$ cat config.mk
export PLATFORM = sky130hd
export DESIGN_NAME = move_scheduler
export DESIGN_NICKNAME = d
export VERILOG_FILES = /design/src/rtl/move_scheduler.sv
export SDC_FILE = /design/constraint.sdc
export NUM_CORES = 1
export LEC_CHECK = 0
export BUFFER_PORTS_ARGS = -buffer_cell sky130_fd_sc_hd__buf_2
export CAP_MARGIN = 20
export CORE_MARGIN = 1.5
export CORE_UTILIZATION = 48
export DETAILED_ROUTE_END_ITERATION = 12
export PLACE_DENSITY_LB_ADDON = 0.1
export SLEW_MARGIN = 20
export SYNTH_ARGS = -nofsm -noshare
export SYNTH_HDL_FRONTEND = slang
export SYNTH_SLANG_ARGS = --single-unit
$ cat constraint.sdc
create_clock -name clk -period 3.75 [get_ports clk]
set_clock_uncertainty 0.05 [all_clocks]
set_input_delay 0.5625 -clock clk [delete_from_list [all_inputs] [get_ports clk]]
set_output_delay 0.5625 -clock clk [all_outputs]
set_load 0.02 [all_outputs]
$ cat src/rtl/move_scheduler.sv
// Game-state sequencer for the maze game: frame-divided move enables for Pacman and
// the ghosts, plus a round-robin arbiter sharing one maze-memory read port.
module move_scheduler #(
  parameter int PAC_DIV   = 2,
  parameter int GHOST_DIV = 3
) (
  input  logic        clk,
  input  logic        reset,
  input  logic        start,
  input  logic        ack,
  input  logic        win,
  input  logic        lose,
  input  logic        frame_tick,
  input  logic [2:0]  req,
  input  logic [29:0] req_x,
  input  logic [29:0] req_y,
  input  logic        maze_wall,
  output logic [1:0]  game_state,
  output logic        step_pac,
  output logic        step_ghost,
  output logic        maze_rd,
  output logic [9:0]  maze_x,
  output logic [9:0]  maze_y,
  output logic [2:0]  grant,
  output logic [2:0]  rsp_valid,
  output logic        rsp_wall
);

  typedef enum logic [1:0] {
    IDLE = 2'b00,
    PLAY = 2'b01,
    WIN  = 2'b10,
    LOSE = 2'b11
  } state_t;

  localparam logic [3:0] PAC_LAST   = 4'(PAC_DIV - 1);
  localparam logic [3:0] GHOST_LAST = 4'(GHOST_DIV - 1);

  state_t      state, next_state;
  logic        in_play, enter_play;
  logic [3:0]  pac_cnt, ghost_cnt;
  logic [1:0]  rr_ptr, sel_idx;
  logic        sel_found;
  logic [2:0]  sel_oh, eligible, busy, pend;
  logic [9:0]  sel_x, sel_y;

  function automatic logic [1:0] wrap3(input logic [2:0] v);
    return (v >= 3'd3) ? 2'(v - 3'd3) : v[1:0];
  endfunction

  always_ff @(posedge clk or negedge reset) begin
    if (!reset) state <= IDLE;
    else        state <= next_state;
  end

  // Lose wins over win when both arrive in the same PLAY cycle.
  always_comb begin
    next_state = state;
    case (state)
      IDLE:      if (start) next_state = PLAY;
      PLAY:      if (lose) next_state = LOSE;
                 else if (win) next_state = WIN;
      WIN, LOSE: if (ack) next_state = IDLE;
      default:   next_state = IDLE;
    endcase
  end

  always_comb begin
    game_state = state;
  end

  assign in_play    = (state == PLAY);
  assign enter_play = !in_play && (next_state == PLAY);

  // A tick that also leaves PLAY must not produce a step in the following cycle.
  always_ff @(posedge clk or negedge reset) begin
    if (!reset) begin
      pac_cnt    <= '0;
      ghost_cnt  <= '0;
      step_pac   <= 1'b0;
      step_ghost <= 1'b0;
    end else begin
      step_pac   <= 1'b0;
      step_ghost <= 1'b0;
      if (enter_play) begin
        pac_cnt   <= '0;
        ghost_cnt <= '0;
      end else if (in_play && frame_tick) begin
        if (pac_cnt >= PAC_LAST) begin
          pac_cnt  <= '0;
          step_pac <= (next_state == PLAY);
        end else begin
          pac_cnt <= pac_cnt + 4'd1;
        end
        if (ghost_cnt >= GHOST_LAST) begin
          ghost_cnt  <= '0;
          step_ghost <= (next_state == PLAY);
        end else begin
          ghost_cnt <= ghost_cnt + 4'd1;
        end
      end
    end
  end

  assign eligible = req & ~busy & {3{in_play}};

  // Scan downward so the candidate nearest rr_ptr is the one left selected.
  always_comb begin
    sel_found = 1'b0;
    sel_idx   = rr_ptr;
    for (int k = 2; k >= 0; k--) begin
      if (eligible[wrap3({1'b0, rr_ptr} + 3'(k))]) begin
        sel_found = 1'b1;
        sel_idx   = wrap3({1'b0, rr_ptr} + 3'(k));
      end
    end
  end

  assign sel_oh = sel_found ? (3'b001 << sel_idx) : 3'b000;

  always_comb begin
    case (sel_idx)
      2'd1:    begin sel_x = req_x[19:10]; sel_y = req_y[19:10]; end
      2'd2:    begin sel_x = req_x[29:20]; sel_y = req_y[29:20]; end
      default: begin sel_x = req_x[9:0];   sel_y = req_y[9:0];   end
    endcase
  end

  // pend marks the cycle the memory is answering; its owner is released on the response edge.
  always_ff @(posedge clk or negedge reset) begin
    if (!reset) begin
      maze_rd   <= 1'b0;
      grant     <= '0;
      maze_x    <= '0;
      maze_y    <= '0;
      rr_ptr    <= '0;
      busy      <= '0;
      pend      <= '0;
      rsp_valid <= '0;
      rsp_wall  <= 1'b0;
    end else begin
      maze_rd <= sel_found;
      grant   <= sel_oh;
      if (sel_found) begin
        maze_x <= sel_x;
        maze_y <= sel_y;
        rr_ptr <= wrap3({1'b0, sel_idx} + 3'd1);
      end
      busy      <= (busy | sel_oh) & ~pend;
      pend      <= grant;
      rsp_valid <= pend;
      rsp_wall  <= maze_wall & (|pend);
    end
  end

endmodule
# --- Word-level counts from Yosys, hierarchy flattened ---
# Cells that the tools add are included.
op_classes:
  shifts: 1
  reduce_logical: 7
  muxes: 36
  order_cmp: 9
  addsub: 9
  eq_ne: 6
  bitwise_logic: 7
op_table:
  columns: ["cell", "count"]
  rows:
  - ["case mux 10 bit (2 select lines)", 2]
  - ["two-way mux 4 bit", 6]
  - ["two-way mux 2 bit", 11]
  - ["two-way mux 1 bit", 12]
  - ["bitwise AND 3 bit", 3]
  - ["greater-or-equal comparator 3 x 2 -> 1 bit (second input constant)", 3]
  - ["< comparator 2 x 3 -> 1 bit (second input constant)", 3]
  - ["adder 4 x 1 -> 4 bit (second input constant)", 2]
  - ["subtractor 2 bit (second input constant)", 4]
  - ["adder 2 x 1 -> 3 bit (second input constant)", 2]
  - ["binary-select mux 1 bit (select 2 bit)", 3]
  - ["== test 2 x 1 -> 1 bit (second input constant)", 3]
  - ["== test 2 bit (second input constant)", 3]
  - ["NOT 3 bit", 2]
  - ["case mux 2 bit (3 select lines)", 1]
  - ["greater-or-equal comparator 4 x 1 -> 1 bit (second input constant)", 1]
  - ["greater-or-equal comparator 4 x 2 -> 1 bit (second input constant)", 1]
  - ["adder 2 x 2 -> 3 bit (second input constant)", 1]
  - ["two-way mux 3 bit", 1]
  - ["OR 3 bit", 1]
  - ["OR reduction 3 bit", 1]
  - ["left shift 1 x 2 -> 3 bit (first input constant)", 1]
  - ["greater-or-equal comparator 2 bit (second input constant)", 1]
  - ["logical AND 1 bit", 2]
  - ["5 further kinds", 5]
word_totals:
  in_bits: 71
  ff_bits: 48
  wordCells: 89

# --- Logic depth before layout (Yosys ltp) ---
# Gate-level depths: netlist of run 1.
logic_depth:
  word_depth: 12
  mapped_depth: 13
  mapped_depth_nobuf: 11

# --- Worst setup path before layout of run 1 ---
# No wires, ideal clock.
synth_timing:
  kind: "register to register"
  startpoint: "reg rr_ptr[0]"
  endpoint: "reg maze_x[8]"
  n_path_buf: 1
  t_arrival_ps: 2548
  stages_incl_launch_ff: 12
  path_slack_ps: 1025
  setup_ps: 128
  period_less_slack_ps: 2725
  cell_sequence: "dfrtp_1 > inv_1 > ha_1 > nor3_1 > a21oi_1 > nor3b_1 > o21ai_1 > inv_1 > ha_1 > clkbuf_1 > o21ai_0 > mux2_1"
synth_between:
  elab_chain_cells: 10
  word_cells_on_any_way: 26
  cone_classes: "5 x add/sub; 3 x order compare; 2 x eq/ne; 16 x mux"
synth_rtl:
  columns: ["item", "line", "rtl"]
  rows:
  - ["start: declaration", "42", "logic [1:0] rr_ptr, sel_idx;"]
  - ["start signal: assignment", "147", "rr_ptr <= wrap3({1'b0, sel_idx} + 3'd1);"]
  - ["adder 2 x 2 -> 3 bit", "112, 114", null]
  - ["greater-or-equal comparator 3 x 2 -> 1 bit or subtractor 2 bit (tied branches)", "48", "return (v >= 3'd3) ? 2'(v - 3'd3) : v[1:0];"]
  - ["two-way mux 2 bit", "48", null]
  - ["binary-select mux 1 bit (select 2 bit)", "112", "if (eligible[wrap3({1'b0, rr_ptr} + 3'(k))]) begin"]
  - ["two-way mux 1 bit (not written as such)", "112", null]
  - ["two-way mux 2 bit (3 in a row)", "112", null]
  - ["== test 2 bit or == test 2 x 1 -> 1 bit (tied branches)", "122", "case (sel_idx)"]
  - ["case mux 10 bit (2 select lines)", "122", null]
  - ["end signal: assignment", "145", "maze_x <= sel_x;"]
  - ["end: declaration", "22", "output logic [9:0] maze_x,"]
# Several ways; a longest one is shown, not always the timed one. The select of a mux whose other input is x is not followed.
# A chain may end at the register's enable or synchronous reset.

# --- Worst setup path in the final report of run 1 ---
layout_timing:
  startpoint: "reg rr_ptr[0]"
  endpoint: "reg maze_y[5]"
layout_between:
  elab_chain_cells: 10
  word_cells_on_any_way: 26
  cone_classes: "5 x add/sub; 3 x order compare; 2 x eq/ne; 16 x mux"
layout_rtl:
  columns: ["item", "line", "rtl"]
  rows:
  - ["adder 2 x 2 -> 3 bit", "112, 114", null]
  - ["greater-or-equal comparator 3 x 2 -> 1 bit or subtractor 2 bit (tied branches)", "48", null]
  - ["two-way mux 2 bit", "48", null]
  - ["binary-select mux 1 bit (select 2 bit)", "112", null]
  - ["two-way mux 1 bit (not written as such)", "112", null]
  - ["two-way mux 2 bit (3 in a row)", "112", null]
  - ["== test 2 bit or == test 2 x 1 -> 1 bit (tied branches)", "122", null]
  - ["case mux 10 bit (2 select lines)", "122", null]
  - ["end signal: assignment", "146", "maze_y <= sel_y;"]
  - ["end: declaration", "23", "output logic [9:0] maze_y,"]
# Several ways; a longest one is shown, not always the timed one. The select of a mux whose other input is x is not followed.

==> results of run 1 <==
## worst max-delay path: cells and delay by family (launching register included)
kind	cells	cell delay (ns)
adders and majority gates	2	0.92
DFF	1	0.42
buffers and inverters	1	0.07
and+or+nand+nor	1	0.16
muxes	1	0.30
AOI/OAI and AO/OA	6	1.17
## state kept, by name, summed over array words and instances (netlist names)
name / flops
maze_y: 10
maze_rd: 1
ghost_cnt: 4
maze_x: 10
rsp_valid: 3
rsp_wall: 1
step_pac: 1
pac_cnt: 4
game_state: 2
busy: 3
pend: 3
rr_ptr: 2
step_ghost: 1
grant: 3
## layer usage
metal	vias up	track usage, %	wire, µm
li1	1043	-	-
met1	981	26.21	2409
met2	83	35.71	2565
met3	3	5.420	383
met4	0	4.646	31
met5	-	0	0
## power by group through the flow
stage	registers [mW]	clock network [mW]	logic (mW)
after global routing	0.590	0.356	0.233
after detailed placement	0.595	0	0.206
after floorplan	0.600	0	0.110
final	0.584	0.326	0.203
after CTS	0.584	0.339	0.207
after global placement	0.594	0	0.201
## area by class of cell
cell class                      instances  area [µm²]  share of cell area, %
Sequential cell                        48        1201                  38.46
Multi-Input combinational cell        164        1164                  37.26
Timing Repair Buffer                  105       535.5                  17.15
Tap cell                               67       83.83                  2.684
Clock buffer                            6       82.58                  2.644
Inverter                               11       41.29                  1.322
Clock inverter                          2       15.01                 0.4808
## synth_stat cells (all sizes together) (2+ instances only)
library cell and count:
nand2 25, ha 9, dfrtp 48, nor4 3, o21ai 29, mux2 21
and4bb 2, nor2 11, mux2i 2, o211ai 3, and2 3, a21oi 5
a22o 2, nand3 2, nor2b 3, nor3b 2, nand2b 4, inv 11
a22oi 20, buf 2, o31a 2, o31ai 4, clkbuf 10
## cells by family (layout without fill, tap and decap cells)
group / after synthesis / count (layout) / synth area share, %
buf+inv: 23 / 124 / 3.817
fa+ha+maj: 10 / 10 / 4.987
mux: 23 / 23 / 10.43
simple gates: 61 / 61 / 13.28
compound gates: 70 / 70 / 18.63
flops: 48 / 48 / 48.85
## stage by stage
stage	cells	setup slack, ns	cell area, µm²
finish	403	0.5525	3123
global route	403	0.2662	3123
CTS	403	0.5541	3120
detailed placement	395	0.5745	3023
global placement	395	0.7119	3023
floorplan	235	1.025	2459
## cell usage in the layout, fill, tap and decap left out, drive strengths merged
cell	netlist	final
a31oi	1	1
maj3	1	1
a22o	2	2
nor4b	1	1
nor4	3	3
nor3	1	1
a21oi	5	5
mux2i	2	2
or2	1	1
mux2	21	21
nand3	2	2
and3	1	1
nand3b	1	1
clkbuf	10	6
a22oi	20	20
clkinvlp	0	2
o31a	2	2
a221oi	1	1
nand2b	4	4
nand2	25	25
nor2b	3	3
buf	2	105
nand4bb	1	1
dfrtp	48	48
o21ba	1	1
o21ai	29	29
a21bo	1	1
o31ai	4	4
nor3b	2	2
o211ai	3	3
and2	3	3
and4bb	2	2
nor2	11	11
inv	11	11
a21o	1	1
ha	9	9
## final timing paths
kind | to | slack, ns | from | cells after the start
min in group clk | pend[1] | 0.33 | grant[1] | 0
worst min-delay path | pac_cnt[3] | 0.20 | reset | 1
worst min register to register | pend[1] | 0.33 | grant[1] | 0
max in group asynchronous | pac_cnt[0] | 3.03 | reset | 1
worst max register to register | maze_y[5] | 0.55 | rr_ptr[0] | 11
worst max-delay path | maze_y[5] | 0.55 | rr_ptr[0] | 11
==> out/qor_table.md, run 1 <==
| Metric | Value | Unit |
| --- | --- | --- |
| Run status | complete, no violations | - |
| Die Area | 5561 | µm² |
| Register bit count reported by yosys | 48 | - |
| Clk_lat worst skew | 0.30 | ns |
| Sequential Power Share | 52.5 | % |
| TritonCTS clock tree | yes | - |
| Crit path capture type | flip-flop | - |
| Worst ir drop on vdd | 177.5 | µV |
| DRC violations left | 0 | - |
| Period utilization | 85.27 | % |
| Vias in the first global route | 2017 | - |
| DR WL/cell | 13.37 | µm |
| Layout cells sized above 1 | 35.42 | % |
| Antenna violations before repair | 0 | - |
| GRT overflow | 0 | - |
| WP data arrival | 3.34 | ns |
| Pre-Repair DR Iteration Count | 4 | - |
| Core Box Area | 4817 | µm² |
| Async SR Flop Fraction | 100.0 | % |
| Number of synthesized flops with an enable pin | 0 | - |
| Chip height | 74.57 | µm |
| Ranking of synthesized cells by area | sky130_fd_sc_hd__dfrtp_1, sky130_fd_sc_hd__mux2_1, sky130_fd_sc_hd__a22oi_1 | - |
| Hold buffers post-CTS | 0 | - |
| Vias after detailed routing | 2110 | - |
| Setup violations, final | 0 | - |
| First-iteration detailed-routing DRC count | 88 | - |
| Switching power | 0.3223 | mW |
| Root buffer cell | sky130_fd_sc_hd__clkbuf_8 | - |
| Average via count per standard cell | 5.236 | - |
| Initial Util | 51.04 | % |
| Clock buffer count from CTS | 5 | - |
| Weighted congestion at the end of routability-driven global placement | 0.7674 | - |
| Pin slew with the least headroom to its limit | 0.7706 | ns |
| Endpoints failing hold | 0 | - |
| Cells traversed along the worst timing path | inv_1, ha_1, a21oi_1, nor2b_1, o21ba_1, a31oi_1, o31ai_1, ha_1, a22oi_1, o21ai_0, mux2_1 | - |
| Yosys warnings | 0 | - |
| Synthesized cell area | 2459 | µm² |
| Number of slew-limit violations in the final report | 0 | - |
| Worst-path clk slew | 0.09 | ns |
| Critical Path Start Type | flip-flop | - |
| Wire length of the first global-routing pass | 8859 | µm |
| Worst setup path class | reg2reg | - |
| Final #Nets | 415 | - |
| Switching portion of total power | 28.95 | % |
| Combinational share of power | 18.3 | % |
| H-tree depth | 2 | - |
| Power per Cell Area | 356.4 | nW/µm² |
| Time the worst path needs with I/O delays and setup | 3.198 | ns |
| Placed wire-length estimate after detailed placement | 4036 | µm |
| Dominant cell type by area after synthesis | sky130_fd_sc_hd__dfrtp_1 | - |
| Diodes inserted | 0 | - |
| Setup repair after global routing missed its margin | no | - |
| Fraction of the core area covered by cells at the end of the flow | 64.83 | % |
| Post-synthesis instance total | 235 | - |
| Max-Cap Viols | 0 | - |
| Chip Width | 74.57 | µm |
| Pin count of the biggest net entering global routing | 49 | - |
| Lkg Pwr | 1.677 | nW |
| PostCTS Resize Cnt | 0 | - |
| Overall power after layout | 1.113 | mW |
| Final-layout setup total negative slack | 0 | ns |
| Area fraction of the dominant cell type after synthesis | 48.85 | % |
| Register area share after synthesis | 48.85 | % |
| Required time of the critical path | 3.89 | ns |
| Crit-path most repeated cell | sky130_fd_sc_hd__ha_1 | - |
| Max Fclk | 312.7 | MHz |
| Worst hold-check slack | 0.2017 | ns |
| Standard-cell row count | 25 | - |
| Fraction of power consumed by the clock network | 29.3 | % |
| Overall routed net length | 5389 | µm |
| Maximum root-to-sink buffer count | 2 | - |
| Post-Synthesis Mean Instance Area | 10.46 | µm² |
| Worst-case headroom to the max-slew limit | 48.62 | % |
| Number of nets produced by synthesis | 315 | - |
| Highest-delay cell along the critical path | sky130_fd_sc_hd__ha_1 | - |
| Number of nets with antenna violations after detailed routing | 0 | - |
| Buffers on Ports | 102 | - |
| Crit-path max cell delay | 0.47 | ns |
| Signed area change from the synthesized netlist to the final layout | 27.02 | % |
| Internal Dissipation | 0.7908 | mW |
| Postcts setup bufs | 0 | - |
| Unique cell type count in the Yosys netlist | 41 | - |
| # clock sinks | 48 | - |
| I/O pins | 103 | - |
| Maximum fanout count along the critical path | 21 | - |
| Most used flip-flop cell after synthesis | sky130_fd_sc_hd__dfrtp_1 | - |
| Hold WC Path Type | in2async | - |
| Number of fillers in the final layout | 419 | - |
| Total global-route track usage | 20.71 | % |
Note: power is estimated with default switching activity, not from simulation.
==> run 2, diff against run 1 <==
--- a/config.mk
+++ b/config.mk
@@ -9,6 +9,7 @@
 export CAP_MARGIN = 20
 export CORE_MARGIN = 1.5
 export CORE_UTILIZATION = 48
+export CTS_BUF_LIST = sky130_fd_sc_hd__clkbuf_16
 export DETAILED_ROUTE_END_ITERATION = 12
 export PLACE_DENSITY_LB_ADDON = 0.1
 export SLEW_MARGIN = 20
==> out/qor_table.md, run 2 (synthesis results as in run 1) <==
| Metric | Value | Unit | vs previous |
| --- | --- | --- | --- |
| Worst-case headroom to the max-slew limit | 48.23 | % | was 48.62% |
| Signed area change from the synthesized netlist to the final layout | 28.91 | % | was 27.02% |
| Worst reg2reg startpoint | rr_ptr[0] | - | unchanged |
| Pin slew with the least headroom to its limit | 0.7765 | ns | was 0.7706 ns |
| Final-layout setup total negative slack | 0 | ns | unchanged |
| Buffers on Ports | 102 | - | unchanged |
| Overall routed net length | 5463 | µm | was 5389 µm |
| Power per Cell Area | 386.2 | nW/µm² | was 356.4 nW/µm² |
| Run status | complete, no violations | - | unchanged |
| Vias in the first global route | 2031 | - | was 2017 |
| Required time of the critical path | 3.87 | ns | was 3.89 ns |
| Max Fclk | 312.2 | MHz | was 312.7 MHz |
| I/O pins | 103 | - | unchanged |
| Cell family with most CP delay | compound AO/OA/AOI/OAI gates | - | unchanged |
| Crit path capture type | flip-flop | - | unchanged |
| Antenna violations before repair | 0 | - | unchanged |
| Root buffer cell | sky130_fd_sc_hd__clkbuf_16 | - | was sky130_fd_sc_hd__clkbuf_8 |
| Core Box Area | 4817 | µm² | unchanged |
| Standard-cell row count | 25 | - | unchanged |
| Lkg Pwr | 1.697 | nW | was 1.677 nW |
| Highest-delay cell along the critical path | sky130_fd_sc_hd__ha_1 | - | unchanged |
| Hold WC Path Type | in2async | - | unchanged |
| Maximum fanout count along the critical path | 21 | - | unchanged |
| DRC violations left | 0 | - | unchanged |
| Placed cell areas | 3023 | µm² | unchanged |
| Setup repair after global routing missed its margin | no | - | unchanged |
| Hold buffers post-CTS | 0 | - | unchanged |
| Pre-Repair DR Iteration Count | 4 | - | unchanged |
| Number of slew-limit violations in the final report | 0 | - | unchanged |
| Clk_lat worst skew | 0.28 | ns | was 0.30 ns |
| Length in cells of the worst reg-to-reg path | 11 | - | unchanged |
| Clock buffer count from CTS | 5 | - | unchanged |
| Max-Cap Viols | 0 | - | unchanged |
| Worst R2R End | maze_y[5] | - | unchanged |
| WP data arrival | 3.32 | ns | was 3.34 ns |
| Setup slack of the worst register-to-register path | 0.55 | ns | about the same |
| Postcts setup bufs | 0 | - | unchanged |
| GRT overflow | 0 | - | unchanged |
| Period utilization | 85.42 | % | was 85.27% |
| Worst ir drop on vdd | 260.8 | µV | was 177.5 µV |
| Most common cell after layout, fill and taps aside | sky130_fd_sc_hd__buf_2 | - | unchanged |
| Total global-route track usage | 21.08 | % | was 20.71% |
| Average via count per standard cell | 5.236 | - | unchanged |
| Time the worst path needs with I/O delays and setup | 3.203 | ns | was 3.198 ns |
| Pin count of the biggest net entering global routing | 49 | - | unchanged |
| Placed wire-length estimate after detailed placement | 4036 | µm | unchanged |
| Critical Path Start Type | flip-flop | - | unchanged |
| Crit path buffers/inverters | 1 | - | unchanged |
| Crit-path most repeated cell | sky130_fd_sc_hd__ha_1 | - | unchanged |
| H-tree depth | 2 | - | unchanged |
| TritonCTS clock tree | yes | - | unchanged |
| Worst setup path class | reg2reg | - | unchanged |
| Setup violations, final | 0 | - | unchanged |
| Cells traversed along the worst timing path | inv_1, ha_1, a21oi_1, nor2b_1, o21ba_1, a31oi_1, o31ai_1, ha_1, a22oi_1, o21ai_0, mux2_1 | - | unchanged |
| Vias after detailed routing | 2110 | - | unchanged |
| First-iteration detailed-routing DRC count | 69 | - | was 88 |
| Worst-path clk slew | 0.06 | ns | was 0.09 ns |
| Initial Util | 51.04 | % | unchanged |
| Leading registers by flop count | maze_x (10), maze_y (10) | - | unchanged |
| Number of nets with antenna violations after detailed routing | 0 | - | unchanged |
| Endpoints failing hold | 0 | - | unchanged |
| Crit-path max cell delay | 0.47 | ns | about the same |
| Chip Width | 74.57 | µm | unchanged |
| Maximum root-to-sink buffer count | 2 | - | unchanged |
| Layout cells sized above 1 | 35.12 | % | was 35.42% |
| Die Area | 5561 | µm² | unchanged |
| Chip height | 74.57 | µm | unchanged |
| Overall power after layout | 1.224 | mW | was 1.113 mW |
| Final non-filler cell area | 3169 | µm² | was 3123 µm² |
| DR WL/cell | 13.56 | µm | was 13.37 µm |
| # clock sinks | 48 | - | unchanged |
| Highest-count cells in the layout ignoring fill and taps | sky130_fd_sc_hd__buf_2, sky130_fd_sc_hd__dfrtp_1, sky130_fd_sc_hd__o21ai_0 | - | unchanged |
| PostCTS Resize Cnt | 0 | - | unchanged |
| Weighted congestion at the end of routability-driven global placement | 0.7674 | - | unchanged |
| Final #Nets | 415 | - | unchanged |
| Wire length of the first global-routing pass | 8949 | µm | was 8859 µm |
| Diodes inserted | 0 | - | unchanged |
run 2: metrics by stage:
stage	instances	hold slack, ns	worst slack [ns]	util, %
floorplan	235	0.2169	1.025	-
global route	403	0.2944	0.2705	65.79
CTS	403	0.3229	0.5607	65.74
finish	403	0.2222	0.5467	65.79
global placement	395	0.3015	0.7119	62.75
detailed placement	395	0.3042	0.5745	62.75
run 2: how the worst max path moves through the flow:
| stage | startpoint | to | slack, ns | cells after the start |
|---|---|---|---|---|
| after floorplan | rr_ptr[0] | maze_x[8] | 1.02 | 11 |
| after global placement | req[0] | maze_x[0] | 0.71 | 9 |
| after detailed placement | rr_ptr[0] | maze_y[5] | 0.57 | 11 |
| after CTS | rr_ptr[0] | maze_y[5] | 0.56 | 11 |
| after global routing | rr_ptr[0] | maze_x[0] | 0.27 | 10 |
| final | rr_ptr[0] | maze_y[5] | 0.55 | 11 |
run 2: layout make-up:
class,instances,area [µm²]
Timing Repair Buffer,105,535.5
Sequential cell,48,1201
Inverter,11,41.29
Tap cell,67,83.83
Multi-Input combinational cell,164,1164
Clock inverter,3,18.77
Clock buffer,5,125.1
Fill cell,414,1648
run 2: metal layers:
metal	GRT usage (%)	vias up	wire, µm
li1	-	1042	-
met1	26.38	981	2424
met2	36.21	81	2597
met3	5.420	6	386
met4	5.859	0	56
met5	0	-	0
run 2: power by group:
part	switching (mW)	leakage (nW)	total [mW]	internal, mW
logic	0.111	0.983	0.206	0.0946
registers	0.0375	0.650	0.585	0.548
clock network	0.188	0.0635	0.433	0.245
run 2: worst reg2reg max path, cell delays in order (launching register included):
cell,delay [ns]
sky130_fd_sc_hd__dfrtp_1,0.41
sky130_fd_sc_hd__inv_1,0.07
sky130_fd_sc_hd__ha_1,0.45
sky130_fd_sc_hd__a21oi_1,0.19
sky130_fd_sc_hd__nor2b_1,0.16
sky130_fd_sc_hd__o21ba_1,0.16
sky130_fd_sc_hd__a31oi_1,0.32
sky130_fd_sc_hd__o31ai_1,0.15
sky130_fd_sc_hd__ha_1,0.47
sky130_fd_sc_hd__a22oi_1,0.28
sky130_fd_sc_hd__o21ai_0,0.10
sky130_fd_sc_hd__mux2_1,0.30
==> run 3, diff against run 2 <==
--- a/config.mk
+++ b/config.mk
@@ -7,8 +7,10 @@
 export LEC_CHECK = 0
 export BUFFER_PORTS_ARGS = -buffer_cell sky130_fd_sc_hd__buf_2
 export CAP_MARGIN = 20
+export CELL_PAD_IN_SITES_DETAIL_PLACEMENT = 1
+export CELL_PAD_IN_SITES_GLOBAL_PLACEMENT = 1
 export CORE_MARGIN = 1.5
-export CORE_UTILIZATION = 48
+export CORE_UTILIZATION = 35
 export CTS_BUF_LIST = sky130_fd_sc_hd__clkbuf_16
 export DETAILED_ROUTE_END_ITERATION = 12
 export PLACE_DENSITY_LB_ADDON = 0.1
==> out/qor_table.md, run 3 (synthesis results as in run 1) <==
| Metric | Value | Unit | vs previous |
| --- | --- | --- | --- |
| Overall power after layout | 1.225 | mW | was 1.224 mW |
| Met1 wire length | 2762 | µm | was 2424 µm |
| DRC violations left | 0 | - | unchanged |
| Routed wl met2 | 3185 | µm | was 2597 µm |
| Pin count of the biggest net entering global routing | 31 | - | was 49 |
| Met3 wire length | 496 | µm | was 386 µm |
| Worst-path clk slew | 0.07 | ns | was 0.06 ns |
| Initial Util | 36.19 | % | was 51.04% |
| Required time of the critical path | 3.87 | ns | about the same |
| Max-Cap Viols | 0 | - | unchanged |
| Number of slew-limit violations in the final report | 0 | - | unchanged |
| Overall routed net length | 6520 | µm | was 5463 µm |
| Placed wire-length estimate after detailed placement | 4755 | µm | was 4036 µm |
| Pin slew with the least headroom to its limit | 0.8840 | ns | was 0.7765 ns |
| Worst setup path class | reg2reg | - | unchanged |
| Signed area change from the synthesized netlist to the final layout | 30.64 | % | was 28.91% |
| Clk_lat worst skew | 0.29 | ns | was 0.28 ns |
| Layout cells sized above 1 | 34.82 | % | was 35.12% |
| Top routing layer used | met5 | - | was met4 |
| Pre-Repair DR Iteration Count | 4 | - | unchanged |
| Worst-case headroom to the max-slew limit | 41.07 | % | was 48.23% |
| TritonCTS clock tree | yes | - | unchanged |
| Chip height | 86.81 | µm | was 74.57 µm |
| Diodes inserted | 0 | - | unchanged |
| Clock buffer count from CTS | 5 | - | unchanged |
| Fraction of the core area covered by cells at the end of the flow | 47.27 | % | was 65.79% |
| DR WL/cell | 15.09 | µm | was 13.56 µm |
| Buffers on Ports | 102 | - | unchanged |
| Root buffer cell | sky130_fd_sc_hd__clkbuf_16 | - | unchanged |
| Final-layout setup total negative slack | 0 | ns | unchanged |
| Wire length of the first global-routing pass | 10930 | µm | was 8949 µm |
| Standard-cell row count | 30 | - | was 25 |
| Weighted congestion at the end of routability-driven global placement | 0.7078 | - | was 0.7674 |
| Postcts setup bufs | 0 | - | unchanged |
| # clock sinks | 48 | - | unchanged |
| Max Fclk | 304.5 | MHz | was 312.2 MHz |
| Total global-route track usage | 18.57 | % | was 21.08% |
| Chip Width | 86.81 | µm | was 74.57 µm |
| Most common cell after layout, fill and taps aside | sky130_fd_sc_hd__buf_2 | - | unchanged |
| Average via count per standard cell | 5.046 | - | was 5.236 |
| Power per Cell Area | 381.3 | nW/µm² | was 386.2 nW/µm² |
| Worst hold-check slack | 0.1915 | ns | was 0.2222 ns |
| I/O pins | 103 | - | unchanged |
| Period utilization | 87.57 | % | was 85.42% |
| WP data arrival | 3.41 | ns | was 3.32 ns |
| First-iteration detailed-routing DRC count | 88 | - | was 69 |
| Endpoints failing hold | 0 | - | unchanged |
| Leading registers by flop count | maze_x (10), maze_y (10) | - | unchanged |
| Number of nets with antenna violations after detailed routing | 0 | - | unchanged |
| Highest-count cells in the layout ignoring fill and taps | sky130_fd_sc_hd__buf_2, sky130_fd_sc_hd__dfrtp_1, sky130_fd_sc_hd__o21ai_0 | - | unchanged |
| Vias after detailed routing | 2180 | - | was 2110 |
| Crit path capture type | flip-flop | - | unchanged |
| Worst ir drop on vdd | 167.5 | µV | was 260.8 µV |
| Antenna violations before repair | 1 | - | was 0 |
| PostCTS Resize Cnt | 0 | - | unchanged |
| Hold WC Path Type | in2async | - | unchanged |
| Maximum fanout count along the critical path | 21 | - | unchanged |
| Setup repair after global routing missed its margin | no | - | unchanged |
| Maximum root-to-sink buffer count | 2 | - | unchanged |
| Vias in the first global route | 2300 | - | was 2031 |
| Run status | complete, no violations | - | unchanged |
| GRT overflow | 0 | - | unchanged |
| H-tree depth | 2 | - | unchanged |
| Core Box Area | 6794 | µm² | was 4817 µm² |
| Time the worst path needs with I/O delays and setup | 3.284 | ns | was 3.203 ns |
| Hold buffers post-CTS | 0 | - | unchanged |
| Die Area | 7536 | µm² | was 5561 µm² |
| Setup violations, final | 0 | - | unchanged |
| Critical Path Start Type | flip-flop | - | unchanged |
| Lkg Pwr | 1.707 | nW | was 1.697 nW |
| Final #Nets | 415 | - | unchanged |
-- run 3: critical path, stage by stage (launching register included) --
cell	delay, ns
sky130_fd_sc_hd__dfrtp_1	0.43
sky130_fd_sc_hd__inv_1	0.08
sky130_fd_sc_hd__ha_1	0.46
sky130_fd_sc_hd__a21oi_1	0.15
sky130_fd_sc_hd__nor2b_1	0.15
sky130_fd_sc_hd__o21ba_1	0.16
sky130_fd_sc_hd__a31oi_1	0.33
sky130_fd_sc_hd__o31ai_1	0.15
sky130_fd_sc_hd__ha_1	0.51
sky130_fd_sc_hd__a22oi_1	0.30
sky130_fd_sc_hd__o21ai_0	0.12
sky130_fd_sc_hd__mux2_1	0.28
-- run 3: power breakdown --
part	leakage, nW	switching [mW]	internal (mW)
logic	0.988	0.114	0.0953
registers	0.650	0.0400	0.548
clock network	0.0687	0.185	0.242
total	1.71	0.339	0.885
-- run 3: layout make-up --
type / count / area (µm²)
Clock inverter: 3 / 15.01
Multi-Input combinational cell: 164 / 1164
Tap cell: 96 / 120.1
Fill cell: 797 / 3582
Sequential cell: 48 / 1201
Inverter: 11 / 41.29
Clock buffer: 5 / 125.1
Timing Repair Buffer: 105 / 545.5
-- run 3: metrics by stage --
step | cell area [µm²] | instances | setup WS (ns)
after floorplan | 2459 | 235 | 1.025
after global placement | 3072 | 424 | 0.5406
after detailed placement | 3072 | 424 | 0.4357
after CTS | 3212 | 432 | 0.4147
after global routing | 3212 | 432 | 0.1489
final | 3212 | 432 | 0.4660
-- run 3: final timing paths --
| check | startpoint | end | slack, ns | cells past startpoint |
|---|---|---|---|---|
| setup / recovery | rr_ptr[0] | maze_y[8] | 0.47 | 11 |
| hold / removal | reset | maze_x[8] | 0.19 | 1 |
| setup reg to reg | rr_ptr[0] | maze_y[8] | 0.47 | 11 |
| hold reg to reg | grant[0] | pend[0] | 0.32 | 0 |
| max in group asynchronous | reset | ghost_cnt[1] | 2.70 | 2 |
| min in group clk | grant[0] | pend[0] | 0.32 | 0 |
-- run 3: routing by layer --
metal / track usage [%] / up-vias
li1: - / 1045
met1: 22.09 / 1052
met2: 32.14 / 72
met3: 6.095 / 9
met4: 4.839 / 2
met5: 0 / -
